`src/rtl/fifo8x9_ctrl.sv`:
```
// fifo8x9_ctrl: sequencing controller for the 8x9 FIFO storage block.
// Converts push/pop requests into storage strobes, tracks occupancy and
// shadow pointers, reports status and qualifies read data.
//
// state    | meaning
// ---------+-----------------------------------------------------------
// ST_INIT  | one cycle after reset; storage pointers cleared, no accepts
// ST_RUN   | normal operation; push/pop accepted per occupancy
// ST_FLUSH | contents discarded; pointers, count and errors cleared
`timescale 1ns/1ps

module fifo8x9_ctrl #(
    parameter int DEPTH    = 8,
    parameter int AF_LEVEL = 6
) (
    input  logic       clk,
    input  logic       rst,
    input  logic       push,
    input  logic       pop,
    input  logic       flush,
    output logic       wren,
    output logic       WrInc,
    output logic       rden,
    output logic       RdInc,
    output logic       WrPtrClr,
    output logic       RdPtrClr,
    output logic       push_ack,
    output logic       pop_ack,
    output logic       pop_valid,
    output logic [3:0] count,
    output logic       empty,
    output logic       full,
    output logic       almost_full,
    output logic [2:0] wr_ptr,
    output logic [2:0] rd_ptr,
    output logic       ovf_err,
    output logic       udf_err
);

    localparam logic [3:0] FULL_CNT = 4'(DEPTH);
    localparam logic [3:0] AF_CNT   = 4'(AF_LEVEL);

    typedef enum logic [1:0] {
        ST_INIT  = 2'd0,
        ST_RUN   = 2'd1,
        ST_FLUSH = 2'd2
    } state_t;

    state_t     state_q;
    state_t     state_d;

    logic       push_acc;
    logic       pop_acc;
    logic       ptr_clr;
    logic       clear_all;
    logic       ovf_set;
    logic       udf_set;

    logic [3:0] count_q;
    logic [2:0] wr_ptr_q;
    logic [2:0] rd_ptr_q;
    logic       ovf_q;
    logic       udf_q;
    logic       pop_valid_q;

    logic       is_empty;
    logic       is_full;

    // Status is decoded from the registered count only, so accepts never
    // loop back through outputs.
    assign is_empty = (count_q == 4'd0);
    assign is_full  = (count_q == FULL_CNT);

    // Next-state and accept decode; reset masks every strobe.
    always_comb begin
        state_d   = state_q;
        push_acc  = 1'b0;
        pop_acc   = 1'b0;
        ptr_clr   = 1'b0;
        clear_all = 1'b0;
        ovf_set   = 1'b0;
        udf_set   = 1'b0;
        case (state_q)
            ST_INIT: begin
                ptr_clr   = 1'b1;
                clear_all = 1'b1;
                state_d   = ST_RUN;
            end
            ST_RUN: begin
                if (flush) begin
                    // Flush wins: requests in this cycle are dropped silently.
                    state_d = ST_FLUSH;
                end else begin
                    pop_acc  = pop && !is_empty;
                    // A pop in the same cycle frees the slot the push needs.
                    push_acc = push && (!is_full || pop_acc);
                    ovf_set  = push && !push_acc;
                    udf_set  = pop && !pop_acc;
                end
            end
            ST_FLUSH: begin
                ptr_clr   = 1'b1;
                clear_all = 1'b1;
                state_d   = flush ? ST_FLUSH : ST_RUN;
            end
            default: begin
                state_d = ST_INIT;
            end
        endcase
        if (rst) begin
            push_acc = 1'b0;
            pop_acc  = 1'b0;
            ptr_clr  = 1'b0;
            ovf_set  = 1'b0;
            udf_set  = 1'b0;
        end
    end

    // State register.
    always_ff @(posedge clk) begin
        if (rst) begin
            state_q <= ST_INIT;
        end else begin
            state_q <= state_d;
        end
    end

    // Occupancy, shadow pointers and sticky error flags.
    always_ff @(posedge clk) begin
        if (rst || clear_all) begin
            count_q  <= 4'd0;
            wr_ptr_q <= 3'd0;
            rd_ptr_q <= 3'd0;
            ovf_q    <= 1'b0;
            udf_q    <= 1'b0;
        end else begin
            count_q  <= count_q + {3'd0, push_acc} - {3'd0, pop_acc};
            wr_ptr_q <= wr_ptr_q + {2'd0, push_acc};
            rd_ptr_q <= rd_ptr_q + {2'd0, pop_acc};
            ovf_q    <= ovf_q | ovf_set;
            udf_q    <= udf_q | udf_set;
        end
    end

    // Read-data qualifier: storage output is valid the cycle after a pop.
    always_ff @(posedge clk) begin
        if (rst) begin
            pop_valid_q <= 1'b0;
        end else begin
            pop_valid_q <= pop_acc;
        end
    end

    assign wren        = push_acc;
    assign WrInc       = push_acc;
    assign push_ack    = push_acc;
    assign rden        = pop_acc;
    assign RdInc       = pop_acc;
    assign pop_ack     = pop_acc;
    assign WrPtrClr    = ptr_clr;
    assign RdPtrClr    = ptr_clr;
    assign pop_valid   = pop_valid_q;
    assign count       = count_q;
    assign empty       = is_empty;
    assign full        = is_full;
    assign almost_full = (count_q >= AF_CNT);
    assign wr_ptr      = wr_ptr_q;
    assign rd_ptr      = rd_ptr_q;
    assign ovf_err     = ovf_q;
    assign udf_err     = udf_q;

endmodule

```
`config.mk`:
```
export PLATFORM = sky130hd
export DESIGN_NAME = fifo8x9_ctrl
export DESIGN_NICKNAME = d
export VERILOG_FILES = /design/src/rtl/fifo8x9_ctrl.sv
export SDC_FILE = /design/constraint.sdc
export NUM_CORES = 1
export LEC_CHECK = 0
export ABC_CLOCK_PERIOD_IN_PS = 3700
export BUFFER_PORTS_ARGS = -buffer_cell sky130_fd_sc_hd__buf_2
export CAP_MARGIN = 20
export CELL_PAD_IN_SITES_DETAIL_PLACEMENT = 0
export CELL_PAD_IN_SITES_GLOBAL_PLACEMENT = 1
export CORE_MARGIN = 10
export CORE_UTILIZATION = 37
export CTS_CLUSTER_DIAMETER = 120
export DETAILED_ROUTE_END_ITERATION = 8
export PLACE_DENSITY_LB_ADDON = 0.1
export SETUP_SLACK_MARGIN = 0.02
export SYNTH_ARGS = -nofsm -noshare
export SYNTH_HDL_FRONTEND = slang
export SYNTH_SLANG_ARGS = --single-unit
```
`constraint.sdc`:
```
create_clock -name clk -period 3.7 [get_ports clk]
set_input_delay 0.925 -clock clk [delete_from_list [all_inputs] [get_ports clk]]
set_output_delay 0.925 -clock clk [all_outputs]
set_load 0.1 [all_outputs]
```
# Word-level counts from Yosys, hierarchy flattened

Cells that the tools add are included.

Bitwise operators: 2
Reductions and logical operators: 13
Eq/ne operators: 4
Add/subtract/negate cells: 4
Muxes and demuxes: 17
Magnitude comparators: 1

Operators with widths:

| cell                                                                   | count |
|---|---|
| 1-bit two-way mux                                                      | 14 |
| 3-bit by 1-bit adder with 3-bit output                                 | 2 |
| 2-bit one-hot mux with 3 select lines                                  | 1 |
| 4-bit by 1-bit adder with 4-bit output                                 | 1 |
| 4-bit equality test (second input constant)                            | 1 |
| 4-bit by 3-bit >= comparator with 1-bit output (second input constant) | 1 |
| 1-bit logical AND                                                      | 4 |
| 1-bit zero test                                                        | 4 |
| 4-bit zero test                                                        | 1 |
| 2-bit two-way mux                                                      | 2 |
| 4-bit by 1-bit subtractor with 4-bit output                            | 1 |
| 2-bit by 1-bit equality test with 1-bit output (second input constant) | 1 |
| 2-bit equality test (second input constant)                            | 1 |
| 2-bit zero test                                                        | 1 |
| 1-bit logical OR                                                       | 2 |
| 2-bit inequality test (second input constant)                          | 1 |
| 1-bit OR                                                               | 2 |
| 2-bit OR reduction                                                     | 1 |

Logic and storage cells: 48
Input bits: 5
Register bits: 15
Output and inout port bits: 24

# Logic depth before layout (Yosys ltp)

Gate-level depths: netlist (run 1).

Word-level depth: 11
Depth in mapped cells: 11
Gate-level depth less buffers: 11

# Worst setup path after synthesis (run 1)

Ideal clock, no wire load.

Path kind: register to output
From: reg count_q[2] (netlist: count[2])
To: out pop_ack
Buffers on the path: 1
Cell stages (with the launch flop): 6
Required time: 2775 ps
Data arrival time: 4640 ps
Setup slack: -1865 ps
Cell sequence: dfxtp_1 inv_1 ha_1 nor3b_4 nor3_1 buf_4

Longest elaborated chain between the ends: 6

RTL lines:

| what                   | RTL line | source |
|---|---|---|
| from (decl)            | 59       | `logic [3:0] count_q;` |
| from (signal assigned) | 137      | `count_q <= count_q + {3'd0, push_acc} - {3'd0, pop_acc};` |
| 4-bit zero test        | 71       | `assign is_empty = (count_q == 4'd0);` |
| net empty              | 31       | `output logic empty,` |
| 1-bit zero test        | 94       | `pop_acc = pop && !is_empty;` |
| 1-bit logical AND      | 94       |  |
| 1-bit two-way mux      | 90       | `if (flush) begin` |
| 1-bit two-way mux      | 83       | `case (state_q)` |
| 1-bit two-way mux      | 110      | `if (rst) begin` |
| to (decl)              | 28       | `output logic pop_ack,` |

The timed path passes the listed nets, and every way through them passes these cells.

# Final worst setup path (run 1)

From: in rst
To: out wren

Longest elaborated chain between the ends: 1

RTL lines:

| what              | RTL line | source |
|---|---|---|
| from (decl)       | 17       | `input logic rst,` |
| 1-bit two-way mux | 110      |  |
| to (decl)         | 21       | `output logic wren,` |

Every way passes these cells.

==> out/qor.txt, run 1 <==
status = complete, no violations
clk_lat worst skew = 0.28 ns
hold crit path type = flip-flop to flip-flop
diodes inserted = 0
post-route setup slack = 0.624 ns
Hold Vio Cnt, Final = 0
reg2reg end = count[2]$_SDFF_PP0_
worst rel slew slack = 0.672
#FFs+latches synth = 15
TritonCTS clock tree = built
FP Rows = 16
share of the synthesized area in the top cell type = 0.384
top_reg_cell synth = dfxtp_1
Max Cap Viol = 0
hold_buf cts = 0
Netlist cell types = 23
H-Tree Depth = 1
Mapped Avg Cell Area = 9.78 um2
synth top area cells = dfxtp_1 (38%), ha_1 (18%), buf_4 (4.8%)
Slew Limit Fails = 0
core area = 1980 um2
period utilization = 0.831
initial antenna violation count = 0
Pleak = 0.487 nW
TritonCTS buffer count = 3
Top Ports = 29
Detailed Route Iter0 Violations = 11
Crit Path Category = input pin to primary output
DIE WIDTH = 66.0 um
Worst R2R Path Depth = 11
Synth Net Count = 97
Critical Path AT = 2.15 ns
GR Util All Layers = 0.0904
Via density = 4.52
Startpoint Class = input pin
# DRC = 0
origin of the critical flop-to-flop path = count[2]$_SDFF_PP0_
input/output buffers = 28
EDFF count, synth = 0
maximum vdd ir drop = 0.167 mV
Final setup viols = 0
Setup crit start = rst
vias in the first global route = 656
Crit. End Element = primary output
grt ovf = 0
Post-CTS Repair Setup Buffers = 0
Synth top cells by count = dfxtp_1 (15), ha_1 (11), nor2_1 (9), inv_1 (7)
synthesis-to-layout area growth = 24.5%
fmax = 325 MHz
wire per inst = 12.7 um
Placed Instance Area = 947 um2
Final min period = 3.08 ns
CP Max Fanout = 8
largest net degree at the start of global routing = 9
pwr dens = 310 nW/um2
global-route wire length before repair = 3.02 mm
Vias = 601
number of iterations in the first detailed-routing pass = 2
CTS max path bufs = 2
DP HPWL = 1.38 mm
chip height = 66.0 um
cts repair resizes = 0
gpl congestion = 0.679
Critical Path RT = 2.77 ns
Yosys warning total = 0
Reg clk slew, reported paths = 0.08 ns
Die ar. = 4350 um2
setup tns final = 0 ns
sequential fraction of the synthesis area = 0.384
crit path to = wren
Pwr Total = 0.301 mW
top-count cell post-synth = dfxtp_1
reg2reg setup slack = 1.39 ns
Clock Root Buffer = clkbuf_4
post-route cell area = 973 um2
Synth area leader = dfxtp_1
Net count, final = 124
Slew @ Worst Pin = 0.496 ns
skew final = 0.00753 ns
share of cells above drive strength 1 = 0.387
Initial Utilization = 0.395
final WL = 1.69 mm
RSZ-0062 raised after global routing = no
Mapped Area = 782 um2
Clock Sinks = 15
Post-Synthesis Cells = 80
fraction of registers with async set/reset = 0
worst slack, placed = 0.604 ns
Antenna Nets Post-Route = 0
logic make-up after synthesis:
group | after synthesis | synth area share
AOI/OAI and AO/OA | 6 | 0.0512
xor gates and xnor gates | 4 | 0.0448
adders and majority gates | 12 | 0.202
buffers and inverters | 13 | 0.0880
DFF | 15 | 0.384
muxes | 1 | 0.0128
and+or+nand+nor | 29 | 0.218
how the worst min path moves through the flow:
stage | to | start | cells past startpoint | slack [ns]
floorplan | state_q[1]$_SDFFE_PP0P_ | state_q[1]$_SDFFE_PP0P_ | 2 | 0.53
global placement | ovf_err$_SDFF_PP0_ | ovf_err$_SDFF_PP0_ | 2 | 0.47
detailed placement | ovf_err$_SDFF_PP0_ | ovf_err$_SDFF_PP0_ | 2 | 0.47
CTS | ovf_err$_SDFF_PP0_ | ovf_err$_SDFF_PP0_ | 2 | 0.50
global route | rd_ptr[2]$_SDFF_PP0_ | rd_ptr[2]$_SDFF_PP0_ | 2 | 0.53
finish | ovf_err$_SDFF_PP0_ | ovf_err$_SDFF_PP0_ | 2 | 0.49
state kept, by name (all words and copies together), names as in the netlist:
signal / flops
udf_err: 1
wr_ptr: 3
ovf_err: 1
count: 4
state_q: 2
pop_valid: 1
rd_ptr: 3
cell type report:
type                            instances  area [um2]
Clock buffer                            4        26.3
Multi-Input combinational cell         52         442
Sequential cell                        15         305
Inverter                                7        26.3
Fill cell                             205        1010
Timing Repair Buffer                   28         140
Tap cell                               27        33.8
report_power, final:
part           internal, mW  leakage [nW]  switching (mW)
logic               0.00884         0.349          0.0334
clock network        0.0418        0.0150          0.0513
registers             0.163         0.123         0.00283
placed cells by master, fill, tap and decap left out, types with 2 or more instances in the layout:
cell type	count
clkbuf_4	3
and2_1	5
buf_2	28
ha_1	11
a41oi_1	2
nor2_1	9
nor3b_4	2
nand2_1	3
dfxtp_1	11
nand3_1	2
nand2b_1	3
a21oi_1	2
inv_1	7
dfxtp_2	4
xnor2_1	3
per-layer routing:
metal	part of all wire	global-route usage	vias to the layer above
met2	0.47	0.146	17
met3	0.073	0.0339	4
met1	0.43	0.0951	273
met4	0.021	0.0628	0
li1	-	-	307
met5	0	0	-
stage by stage:
stage	hold WS, ns	utilization	cells
2_1_floorplan	0.530	-	80
3_3_place_gp	0.469	0.478	129
3_5_place_dp	0.469	0.478	129
4_1_cts	0.499	0.491	133
5_1_grt	0.533	0.491	133
6_report	0.493	0.491	133
critical path: stages:
cell and delay, ns:
buf_2 0.15, and2b_4 0.31, nand3_1 0.13, a21oi_4 0.18, buf_2 0.45
Note: power is estimated with default switching activity, not from simulation.
==> inputs of run 2 (changes only) <==
- ABC_CLOCK_PERIOD_IN_PS: 3700 -> 2500
- CORE_UTILIZATION: 37 -> 31
- clock period: 3.7 -> 2.5 ns (I/O delays scaled with it)
==> run 2 against run 1 <==
  * Final area grew 17%
  * Highest routed layer unchanged
  * Global-route usage shrank 1.6 points
  * Critical path type is now flip-flop to primary output
  * Final cell count grew 4.5%
  * Die area grew 13%
  * Core utilization shrank 2.4 points
  * Non-clock buffer count grew 3
  * Hold slack lost 0.0074 ns
  * Largest cell class unchanged
  * Sequential share of layout area shrank 3.9 points
==> out/qor.txt, run 2 (same netlist as run 1, synthesis figures left out) <==
DP HPWL = 1.49 mm (+8.0%)
Via density = 4.42 (-2.2%)
CTS max path bufs = 2 (unchanged)
Detailed Route Iter0 Violations = 16 (+5)
synthesis-to-layout area growth = 45.4%
max FFs per register = 4 (unchanged)
combinational power share = 0.159 (+0.019)
Slew Limit Fails = 0 (unchanged)
# DRC = 0 (unchanged)
initial antenna violation count = 0 (unchanged)
share of cells above drive strength 1 = 0.477 (+0.0903)
Clock Sinks = 15 (unchanged)
hold_ws = 0.486 ns (-0.00740 ns)
CP Max Fanout = 8 (unchanged)
post-route cell area = 1140 um2 (+17%)
Net count, final = 127 (+2.4%)
maximum vdd ir drop = 0.332 mV (+99%)
skew final = 0.00351 ns (-0.00402 ns)
input/output buffers = 28 (unchanged)
hold_buf cts = 0 (unchanged)
Sequential Power Share = 0.541 (-0.010)
chip height = 70.2 um (+6.4%)
H-Tree Depth = 1 (unchanged)
period utilization = 0.935
Pleak = 0.520 nW (+6.8%)
core area = 2430 um2 (+23%)
largest net degree at the start of global routing = 9 (unchanged)
fill count = 241 (+18%)
diodes inserted = 0 (unchanged)
status = complete, no violations
Slew @ Worst Pin = 0.493 ns (-0.00308 ns)
Hold Vio Cnt, Final = 0 (unchanged)
fmax = 428 MHz
Worst R2R Path Depth = 7 (-4)
commonest non-fill, non-tap cell in the layout = buf_2
Reg clk slew, reported paths = 0.09 ns (about the same)
Initial Utilization = 0.322 (-0.0731)
Hold Path Stages = 2 (unchanged)
Die ar. = 4930 um2 (+13%)
clk_lat worst skew = 0.28 ns (about the same)
Sw Share = 0.288 (-0.00231)
Critical Path AT = 1.71 ns (-0.44 ns)
Top Ports = 29 (unchanged)
Crit. End Element = primary output
Crit Path Category = flip-flop to primary output
Clock Root Buffer = clkbuf_4
Critical Path RT = 1.88 ns (-0.89 ns)
FP Rows = 18 (+2)
grt ovf = 0 (unchanged)
final WL = 1.73 mm (+2.3%)
RSZ-0062 raised after global routing = no
TritonCTS buffer count = 3 (unchanged)
hold crit path type = flip-flop to flip-flop
pwr dens = 396 nW/um2 (+28%)
Final min period = 2.34 ns
gpl congestion = 0.697 (+2.7%)
DIE WIDTH = 70.2 um (+6.4%)
Startpoint Class = flip-flop
Post-CTS Repair Setup Buffers = 0 (unchanged)
global-route wire length before repair = 2.99 mm (-0.93%)
Final setup viols = 0 (unchanged)
most frequent cells in the layout = buf_2 (22), dfxtp_1 (11), ha_1 (9), nor2_1 (8), buf_12 (6)
net switching power = 0.130 mW (+48%)
Vias = 614 (+2.2%)
Antenna Nets Post-Route = 0 (unchanged)
clock power share = 0.301 (-0.008)
cts repair resizes = 0 (unchanged)
GR Util All Layers = 0.0744 (-0.0159)
worst rel slew slack = 0.674 (+0.00204)
vias in the first global route = 622 (-5.2%)
Placed Instance Area = 1110 um2 (+17%)
setup tns final = 0 ns (unchanged)
P_int = 0.320 mW (+50%)
TritonCTS clock tree = built
number of iterations in the first detailed-routing pass = 2 (unchanged)
wire per inst = 12.4 um (-2.1%)
Max Cap Viol = 0 (unchanged)
## run 2: cell types whose count changed in the layout (fill, tap and decap cells not counted), moves of 2 or more
cell | previous run | this run
ha_1 | 11 | 9
inv_4 | 0 | 2
dfxtp_4 | 0 | 3
dfxtp_2 | 4 | 1
ha_4 | 0 | 2
buf_4 | 0 | 3
inv_2 | 0 | 2
buf_2 | 28 | 22
inv_1 | 7 | 3
buf_12 | 0 | 6
## run 2: routing by layer
layer	wire length, um	share of wire	vias to the layer above	GRT usage
met2	712	0.41	23	0.0988
li1	-	-	321	-
met5	0	0	-	0
met3	248	0.14	2	0.0537
met1	744	0.43	268	0.0872
met4	21	0.012	0	0.0329
## run 2: power groups by stage
stage	Clock, mW	Sequential [mW]	Combinational, mW
floorplan	0	0.250	0.0519
global placement	0	0.249	0.0722
detailed placement	0	0.249	0.0724
CTS	0.143	0.243	0.0725
global route	0.155	0.245	0.0763
finish	0.135	0.243	0.0715
## run 2: critical path, cell delays in order (launching register included)
cell     delay (ns)
dfxtp_1        0.50
and2b_4        0.26
nand3_1        0.12
a21oi_4        0.32
buf_12         0.23
## run 2: cell type report
class                   instances  area (um2)  area share
multi-input cells              52         477       0.419
flip-flops and latches         15         313       0.275
well taps                      30        37.5      0.0330
repair buffers                 31         253       0.222
clock buffers                   4        26.3      0.0231
inverters                       7        31.3      0.0275
## run 2: worst paths after layout
| kind | slack (ns) | startpoint | endpoint |
|---|---|---|---|
| min | 0.49 | udf_err$_SDFF_PP0_ | udf_err$_SDFF_PP0_ |
| min reg2reg | 0.49 | udf_err$_SDFF_PP0_ | udf_err$_SDFF_PP0_ |
| max | 0.16 | state_q[0]$_SDFFE_PP0P_ | push_ack |
| max reg2reg | 0.41 | state_q[0]$_SDFFE_PP0P_ | count[1]$_SDFF_PP0_ |
## run 2: through the flow
step	utilization	setup slack (ns)	std cells	total power [mW]
after floorplan	-	-0.747	80	0.302
after global placement	0.457	0.149	135	0.321
after detailed placement	0.457	0.121	135	0.321
after CTS	0.468	0.127	139	0.459
after global routing	0.468	0.0235	139	0.476
final	0.468	0.162	139	0.450
==> inputs of run 3 (changes only) <==
- ABC_AREA: not set -> 1
==> run 3 against run 2 <==
  * Non-clock buffer count is 1 lower
  * Clock power hardly changed
  * Sequential power hardly changed
  * Critical endpoint is now WrInc
  * Highest routed layer unchanged
==> out/qor.txt, run 3 <==
Critical Path AT = 1.73 ns (+0.02 ns)
origin of the critical flop-to-flop path = count[2]$_SDFF_PP0_
Mapped Avg Cell Area = 8.48 um2 (-13%)
pwr dens = 387 nW/um2 (-2.1%)
Worst R2R Path Depth = 11 (+4)
post-route setup slack = 0.147 ns (-0.0153 ns)
Crit. End Element = primary output
chip height = 71.0 um (+1.1%)
RSZ-0062 raised after global routing = no
Slew Limit Fails = 0 (unchanged)
vias in the first global route = 665 (+6.9%)
synthesis-to-layout area growth = 43.6%
Antenna Nets Post-Route = 0 (unchanged)
Post-Synthesis Cells = 95 (+19%)
reg2reg setup slack = 0.40 ns (about the same)
skew final = 0.00440 ns (+0.000892 ns)
Netlist cell types = 20 (-13%)
fraction of registers with async set/reset = 0 (unchanged)
Synth area leader = dfxtp_1
Detailed Route Iter0 Violations = 12 (-4)
share of the synthesized area in the top cell type = 0.373 (-0.0113)
Slew @ Worst Pin = 0.503 ns (+0.00992 ns)
grt ovf = 0 (unchanged)
input/output buffers = 28 (unchanged)
Max Cap Viol = 0 (unchanged)
Hold Vio Cnt, Final = 0 (unchanged)
setup tns final = 0 ns (unchanged)
initial antenna violation count = 0 (unchanged)
crit path to = WrInc
Via density = 4.22 (-4.6%)
Pleak = 0.552 nW (+6.1%)
core area = 2480 um2 (+1.9%)
Clock Root Buffer = clkbuf_4
maximum vdd ir drop = 0.306 mV (-7.7%)
wire per inst = 11.2 um (-9.8%)
gpl congestion = 0.701 (+0.60%)
Mapped Area = 806 um2 (+3.0%)
clk_lat worst skew = 0.28 ns (about the same)
TritonCTS buffer count = 3 (unchanged)
post-route cell area = 1160 um2 (+1.8%)
Post-CTS Repair Setup Buffers = 0 (unchanged)
FP Rows = 18 (unchanged)
reg2reg end = count[1]$_SDFF_PP0_
Yosys warning total = 0 (unchanged)
Crit Path Category = input pin to primary output
top_reg_cell synth = dfxtp_1
Placed Instance Area = 1130 um2 (+1.7%)
cts repair resizes = 0 (unchanged)
Synth top cells by count = inv_1 (20), dfxtp_1 (15), nor2_1 (15), ha_1 (11)
Startpoint Class = input pin
worst rel slew slack = 0.667 (-0.00657)
GR Util All Layers = 0.0739 (-0.000526)
max FFs per register = 4 (unchanged)
top-count cell post-synth = inv_1
Clock Sinks = 15 (unchanged)
Final min period = 2.35 ns (+0.0153 ns)
Synth Net Count = 112 (+15%)
share of cells above drive strength 1 = 0.439 (-0.0380)
# DRC = 0 (unchanged)
final WL = 1.71 mm (-0.70%)
sequential fraction of the synthesis area = 0.373 (-0.0113)
commonest non-fill, non-tap cell in the layout = buf_2
Net count, final = 141 (+11%)
Die ar. = 5040 um2 (+2.2%)
Top Ports = 29 (unchanged)
EDFF count, synth = 0 (unchanged)
worst slack, placed = 0.0813 ns (-0.0401 ns)
Vias = 645 (+5.0%)
fin util = 0.467 (about the same)
global-route wire length before repair = 3.04 mm (+1.6%)
hold_buf cts = 0 (unchanged)
Reg clk slew, reported paths = 0.08 ns (about the same)
Pwr Total = 0.448 mW (-0.42%)
Final setup viols = 0 (unchanged)
Initial Utilization = 0.325 (+0.00375)
fmax = 425 MHz (-0.65%)
Critical Path RT = 1.88 ns (about the same)
diodes inserted = 0 (unchanged)
DP HPWL = 1.47 mm (-1.4%)
status = complete, no violations
synth top area cells = dfxtp_1 (37%), ha_1 (17%), inv_1 (9.3%)
#FFs+latches synth = 15 (unchanged)
CTS max path bufs = 2 (unchanged)
DIE WIDTH = 71.0 um (+1.1%)
period utilization = 0.941 (+0.00610)
most frequent cells in the layout = buf_2 (22), inv_1 (18), nor2_1 (14), dfxtp_1 (11), ha_1 (10)
TritonCTS clock tree = built
Setup crit start = flush
Hold Path Stages = 2 (unchanged)
CP Max Fanout = 4 (-4)
number of iterations in the first detailed-routing pass = 2 (unchanged)
H-Tree Depth = 1 (unchanged)
hold crit path type = flip-flop to flip-flop
largest net degree at the start of global routing = 12 (+3)
==> run 3: changes by cell type after synthesis, sizes merged, moves of 2 or more <==
cell    delta
nand3      +3
and2       -5
nor3b      -3
nor2       +7
a21oi      +3
nand2b     -3
inv       +15
a41oi      -2
nand2      +2
==> run 3: logic make-up (layout without fill, tap and decap cells) <==
logic type | Yosys count | in the layout | share of synthesized area
AND/OR/NAND/NOR | 30 | 30 | 0.188
buffers and inverters | 28 | 56 | 0.163
adder cells (fa/ha/maj) | 12 | 12 | 0.196
flip-flops | 15 | 15 | 0.373
XOR/XNOR | 3 | 3 | 0.0326
AO/OA/AOI/OAI | 7 | 7 | 0.0481
==> run 3: through the flow <==
| step | std cells | hold WS [ns] |
|---|---|---|
| final | 153 | 0.460 |
| after detailed placement | 149 | 0.450 |
| after global routing | 153 | 0.505 |
| after floorplan | 95 | 0.525 |
| after global placement | 149 | 0.449 |
| after CTS | 153 | 0.464 |
==> run 3: worst min path at each step <==
stage / slack (ns) / end / start
floorplan: 0.53 / state_q[0]$_SDFFE_PP0P_ / state_q[1]$_SDFFE_PP0P_
global placement: 0.45 / ovf_err$_SDFF_PP0_ / ovf_err$_SDFF_PP0_
detailed placement: 0.45 / ovf_err$_SDFF_PP0_ / ovf_err$_SDFF_PP0_
CTS: 0.46 / ovf_err$_SDFF_PP0_ / ovf_err$_SDFF_PP0_
global route: 0.50 / ovf_err$_SDFF_PP0_ / ovf_err$_SDFF_PP0_
finish: 0.46 / ovf_err$_SDFF_PP0_ / ovf_err$_SDFF_PP0_
==> run 3: metal layers <==
| layer | GRT usage | wire [um] | part of all wire |
|---|---|---|---|
| met1 | 0.0782 | 686 | 0.40 |
| met2 | 0.114 | 801 | 0.47 |
| met3 | 0.0558 | 213 | 0.12 |
| met4 | 0.0194 | 13 | 0.0076 |
| met5 | 0 | 0 | 0 |
==> run 3: critical path, cell delays in order <==
cell	delay (ns)
buf_2	0.09
inv_1	0.06
nand3_1	0.20
nor2_2	0.17
nand2_1	0.10
a21oi_4	0.17
buf_12	0.14
buf_12	0.16
==> run 3: cell type report <==
| class | instances | area, um2 |
|---|---|---|
| clock buffer | 3 | 22.5 |
| clock inverter | 1 | 5.00 |
| fill | 251 | 1320 |
| inverter | 22 | 87.6 |
| multi-input combinational | 52 | 432 |
| sequential | 15 | 315 |
| tap | 30 | 37.5 |
| timing repair buffer | 30 | 258 |
==> run 3: power by group <==
group	internal (mW)	leakage, nW	switching, mW	total (mW)
Combinational	0.0171	0.410	0.0549	0.0720
Sequential	0.237	0.125	0.00237	0.240
Clock	0.0594	0.0177	0.0771	0.136
Total	0.314	0.552	0.134	0.448
